### config.mk
export PLATFORM = sky130hd
export DESIGN_NAME = bus_arbiter
export DESIGN_NICKNAME = d
export VERILOG_FILES = /design/src/rtl/bus_arbiter.sv
export SDC_FILE = /design/constraint.sdc
export NUM_CORES = 1
export LEC_CHECK = 0
export CAP_MARGIN = 20
export CORE_AREA = 2 2 196 198
export DETAILED_ROUTE_END_ITERATION = 7
export DIE_AREA = 0 0 198 200
export DONT_BUFFER_PORTS = 1
export GPL_ROUTABILITY_DRIVEN = 1
export PLACE_DENSITY = 0.3
export SKIP_LAST_GASP = 1
export SLEW_MARGIN = 20
export SYNTH_ARGS = -nofsm -noshare
export SYNTH_HDL_FRONTEND = slang
export SYNTH_SLANG_ARGS = --single-unit
### constraint.sdc
create_clock -name clk -period 5.89 [get_ports clk]
set_clock_uncertainty 0.1 [all_clocks]
set_input_delay 1.4725 -clock clk [delete_from_list [all_inputs] [get_ports clk]]
set_output_delay 1.4725 -clock clk [all_outputs]
set_load 0.02 [all_outputs]
### src/rtl/bus_arbiter.sv
// bus_arbiter: two-master (ibus fetch / dbus load-store) arbiter onto one
// downstream port. dbus wins ties; the grant is held until cresp_ok.
// Optional macro BUS_ARB_FAIR_EN adds a 3-bit starvation counter that
// forces an ibus grant after STARVE_LIMIT dbus completions while ibus waits.
module bus_arbiter #(
    parameter int STARVE_LIMIT = 4
) (
    input  logic        clk,
    input  logic        reset,
    // instruction fetch side
    input  logic        ireq_valid,
    input  logic [63:0] ireq_addr,
    output logic        iresp_ok,
    output logic [31:0] iresp_data,
    // data side
    input  logic        dreq_valid,
    input  logic [63:0] dreq_addr,
    input  logic [2:0]  dreq_size,
    input  logic [7:0]  dreq_strobe,
    input  logic [63:0] dreq_data,
    output logic        dresp_ok,
    output logic [63:0] dresp_data,
    // shared downstream
    output logic        creq_valid,
    output logic        creq_is_write,
    output logic [63:0] creq_addr,
    output logic [2:0]  creq_size,
    output logic [7:0]  creq_strobe,
    output logic [63:0] creq_data,
    input  logic        cresp_ok,
    input  logic [63:0] cresp_data
);

    localparam logic [1:0] IDLE = 2'd0;
    localparam logic [1:0] IGNT = 2'd1;
    localparam logic [1:0] DGNT = 2'd2;

    logic [1:0] state, state_nxt;
    logic       arb_en;
    logic       ibus_first;

    // A new decision is taken when idle or on the completion cycle, so
    // back-to-back grants need no idle cycle in between.
    assign arb_en = (state == IDLE) || cresp_ok;

`ifdef BUS_ARB_FAIR_EN
    logic [2:0] starve_cnt;
    logic [2:0] starve_inc;
    logic       d_done_wait;

    // Count includes the completion happening this cycle, so the grant that
    // follows the STARVE_LIMIT-th dbus completion already goes to ibus.
    assign d_done_wait = (state == DGNT) && cresp_ok && ireq_valid;
    assign starve_inc  = (d_done_wait && (starve_cnt != 3'd7)) ? starve_cnt + 3'd1
                                                                : starve_cnt;
    assign ibus_first  = ireq_valid && (32'(starve_inc) >= 32'(STARVE_LIMIT));

    // Starvation counter: cleared whenever ibus is granted.
    always_ff @(posedge clk or negedge reset) begin
        if (!reset)
            starve_cnt <= 3'd0;
        else if (arb_en && (state_nxt == IGNT))
            starve_cnt <= 3'd0;
        else
            starve_cnt <= starve_inc;
    end
`else
    logic unused_starve_limit;

    // Strict dbus priority; the limit only matters in the fair build.
    assign ibus_first          = 1'b0;
    assign unused_starve_limit = |STARVE_LIMIT;
`endif

    // Next-state: hold while a transaction is outstanding, else arbitrate.
    always_comb begin
        state_nxt = state;
        if (arb_en) begin
            if (ibus_first)
                state_nxt = IGNT;
            else if (dreq_valid)
                state_nxt = DGNT;
            else if (ireq_valid)
                state_nxt = IGNT;
            else
                state_nxt = IDLE;
        end
    end

    // State register; async reset drops any grant immediately.
    always_ff @(posedge clk or negedge reset) begin
        if (!reset)
            state <= IDLE;
        else
            state <= state_nxt;
    end

    // Downstream request muxed from the granted side; zero when idle.
    always_comb begin
        creq_valid    = 1'b0;
        creq_is_write = 1'b0;
        creq_addr     = 64'd0;
        creq_size     = 3'd0;
        creq_strobe   = 8'd0;
        creq_data     = 64'd0;
        case (state)
            IGNT: begin
                creq_valid = 1'b1;
                creq_addr  = ireq_addr;
                creq_size  = 3'b010;
            end
            DGNT: begin
                creq_valid    = 1'b1;
                creq_is_write = |dreq_strobe;
                creq_addr     = dreq_addr;
                creq_size     = dreq_size;
                creq_strobe   = dreq_strobe;
                creq_data     = dreq_data;
            end
            default: ;
        endcase
    end

    // Responses: only the granted side sees ok; data is zero outside its pulse
    // so every output reads 0 while idle or held in reset.
    always_comb begin
        iresp_ok   = (state == IGNT) && cresp_ok;
        dresp_ok   = (state == DGNT) && cresp_ok;
        iresp_data = 32'd0;
        dresp_data = 64'd0;
        if (iresp_ok)
            iresp_data = ireq_addr[2] ? cresp_data[63:32] : cresp_data[31:0];
        if (dresp_ok)
            dresp_data = cresp_data;
    end

endmodule

# Word-level counts from Yosys, hierarchy flattened
# Cells that the tools add are included.
# W data, S select, Z words.
# classes
n_eq_ne	2
mux	11
n_reduce_logical	6
# ops
operator	n
$mux W64	2
$pmux W64 S2	1
$mux W32	2
$mux W8	1
$reduce_or A8 Y1	1
$pmux W3 S2	1
$mux W1	3
$eq A2 B1 Y1 const B	1
$eq A2 B2 Y1 const B	1
$logic_and A1 B1 Y1	2
$logic_not A2 Y1	1
$mux W2	1
$reduce_or A2 Y1	1
$logic_or A1 B1 Y1	1
# totals
regBits	2
inputBits	272
out_inout_bits	239
word_cells	20

# Logic depth before layout (Yosys ltp)
# logic_depth
depth_word	3
mapped_depth	6
depth_no_buf	4

# Least setup slack after synthesis
# No wires, ideal clock.
# synth_path
kind	input to output
start	input ireq_addr[2]
end	output iresp_data[10]
t_arrival_ns	2.208
t_required_ns	4.318
path_slack_ns	2.109
cell_stages	4
cell_sequence	buf_2 -> buf_4 -> mux2i_1 -> nor2_1
# synth_between
elab_chain_cells	2
# synth_rtl
item	line	rtl
start: declaration	12	input logic [63:0] ireq_addr,
$mux W32	132	iresp_data = ireq_addr[2] ? cresp_data[63:32] : cresp_data[31:0];
$mux W32	131	if (iresp_ok)
end: declaration	14	output logic [31:0] iresp_data,
# Every way passes these cells.

# Final worst setup path
# layout_path
start	register state[1]
end	output creq_addr[18]
# layout_between
elab_chain_cells	2
elab_cells_between_ends	3
# layout_rtl
item	line	rtl
start: declaration	38	logic [1:0] state, state_nxt;
start signal: assignment	95	state <= state_nxt;
$eq A2 B2 Y1 / $eq A2 B1 Y1 (equally long branches)	106	case (state)
$pmux W64 S2 (*)	106	
end: declaration	26	output logic [63:0] creq_addr,
# Every way passes the cells marked *; elsewhere a longest branch is shown, timed or not.

==> flow_summary.ini <==
[status]
outcome = completed

[setup_path]
path_cells = inv_1 > ha_1 > and2_4 > a22o_1
crit_path_start_kind = flip-flop
path_buf_inv = 1
reg2reg_slack_ns = 4.52
path_class = reg -> out
worstPathRequired_ns = 4.32
path_max_fanout = 64
timing.rr.end = state[1]$_DFFE_PN0P_
slowest_delay_ns = 0.62
r2r_cells = 4
arrival_ns = 2.33
r2r-start = state[1]$_DFFE_PN0P_
crit_path_end_kind = primary output
path_delay_family = simple AND/OR/NAND/NOR gates
cp_slowest_cell = and2_4

[floorplan]
io_pins = 511
die_h_um = 200
core_area_um2 = 37400
die_w_um = 198
start_util_pct = 6.40
fp.dieArea_um2 = 39600
rows = 71

[pwr]
peakVddDrop_mv = 0.124
power_leakage_nw = 1.20
power.total_mw = 0.533
p_per_area_nw_per_um2 = 189

[finish]
reg_top3 = state x2
syn2layout_area_growth_pct = 17.7
layout-drive-gt1-share_pct = 4.78
largest_reg_flops = 2
layout_common_cells = and2_1 (73), and3_1 (66), a22o_1 (60)
fin_util_pct = 7.53
top_register = state
nNetsFinal = 571
final_common_cell = and2_1

[synthesis]
synth_cell_type_count = 24
ys_seq_area_share_pct = 2.09
yosys_warnings = 0
synth-seq-cells = 2
syn_avg_cell_area_um2 = 7.23
netlist_instances = 331
syn-num-nets = 607
syn_area_um2 = 2390

[clock_tree]
cts_resized = 0
clkLatencyLatePin_ns = 0.22
cts_hold_buf = 0
cts_tree = done
path_clk_slew_ns = 0.03
cts_sinks = 2
post-cts-setup-buffer-count = 0
clockRootBuffer = clkbuf_16
clk_path_buf_depth = 2
cts-buffers-inserted = 3
htree_levels = 1

[sta]
fin_crit_ns = 3.90
fin_hold_ws_ns = 0.470
tightest_slew_ns = 0.822
maxSlewViolCount = 0
setup_ws_ns = 1.99
hold_violations = 0
finalSetupViolations = 0
fin_crit_sh_pct = 66.2
slew-limit-headroom_pct = 45.2
setup_tns_ns = 0
rsz0062_at_grt = false
max_freq_mhz = 257

[hold_path]
min-delay-start = state[1]$_DFFE_PN0P_
hold_depth = 1
hold_end = state[1]$_DFFE_PN0P_
hp-class = reg -> reg

[grt]
grt_max_degree = 74
grt_antenna_before_repair = 3
grt_pass1_wl_um = 16300
gr-total-overflow = 0
globalRouteTotalUtil_pct = 5.74
grt_pass1_vias = 2245

[route]
highest_layer = met4
drtIter0Drc = 130
wl_met2_um = 6840
wl_met1_um = 5260
drtAntennaViolNets = 0
wl_met3_um = 1280
drt-pass1-iter-count = 4
via_per_inst = 3.27
vias = 2643
wl_per_cell_um = 17.0
drc_errors = 0
drt-total-wl_um = 13700

[placement]
dp_slack_ns = 1.83
io_buffers = 0
globalplace.congestion = 0.898
hpwl_um = 11600

[flow_run]
cap_violations = 0
[kinds of logic after synthesis]
kind of cell    Yosys count  synth area share (%)
compound gates           66                  24.2
fa+ha+maj                 4                  2.09
buf+inv                  46                  14.0
flops                     2                  2.09
mux                      34                  14.3
simple gates            179                  43.4
[report_power, final]
| group | internal, mW | switching [mW] |
|---|---|---|
| Combinational | 0.101 | 0.312 |
| Sequential | 0.0155 | 0.00124 |
| Clock | 0.0864 | 0.0164 |
| Total | 0.203 | 0.329 |
[area by class of cell]
cell class                 count  area [µm²]
antenna                        4        10.0
multi-input combinational    283        2010
fill                        4378       34600
tap                          511         639
clock buffer                   3        75.1
inverter                       3        11.3
timing repair buffer           2        15.0
sequential                     2        50.0
[worst max-delay path by stage]
| stage | depth (start not counted) | endpoint | slack (ns) | start |
|---|---|---|---|---|
| finish | 4 | creq_addr[18] | 1.99 | state[1]$_DFFE_PN0P_ |
| floorplan | 4 | iresp_data[10] | 2.11 | ireq_addr[2] |
| global placement | 4 | creq_addr[26] | 1.89 | state[1]$_DFFE_PN0P_ |
| CTS | 4 | creq_addr[26] | 1.60 | state[1]$_DFFE_PN0P_ |
| detailed placement | 4 | creq_addr[26] | 1.83 | state[1]$_DFFE_PN0P_ |
| global route | 4 | creq_addr[26] | 1.77 | state[1]$_DFFE_PN0P_ |
[through the flow]
stage	instances	instance area [µm²]
2_1_floorplan	331	2390
3_3_place_gp	801	2730
3_5_place_dp	801	2730
4_1_cts	804	2800
5_1_grt	806	2810
6_report	808	2820
[Yosys cell counts, drive strengths merged]
| master | instances | area [µm²] |
|---|---|---|
| and2 | 75 | 472 |
| nor4 | 2 | 12.5 |
| inv | 3 | 11.3 |
| nor2 | 33 | 124 |
| ha | 4 | 50.1 |
| mux2 | 1 | 11.3 |
| a21boi | 1 | 7.51 |
| dfrtp | 2 | 50.1 |
| a22o | 64 | 566 |
| and3 | 66 | 413 |
| nand2b | 1 | 6.26 |
| nand2 | 1 | 3.75 |
| mux2i | 33 | 330 |
| a21oi | 1 | 5.00 |
| clkbuf | 22 | 90.1 |
| nor2b | 1 | 6.26 |
| buf | 21 | 234 |
[per-layer routing]
layer	GRT usage, %	vias up
li1	-	1116
met5	0	-
met2	10.1	288
met4	2.03	0
met3	1.23	20
met1	6.86	1219
[worst reg2reg max path, stage by stage, from the launching register on]
cell	delay [ns]
dfrtp_1	0.37
inv_1	0.08
ha_1	0.17
nor2_1	0.17
mux2_2	0.36
(Power assumes the default switching activity.)
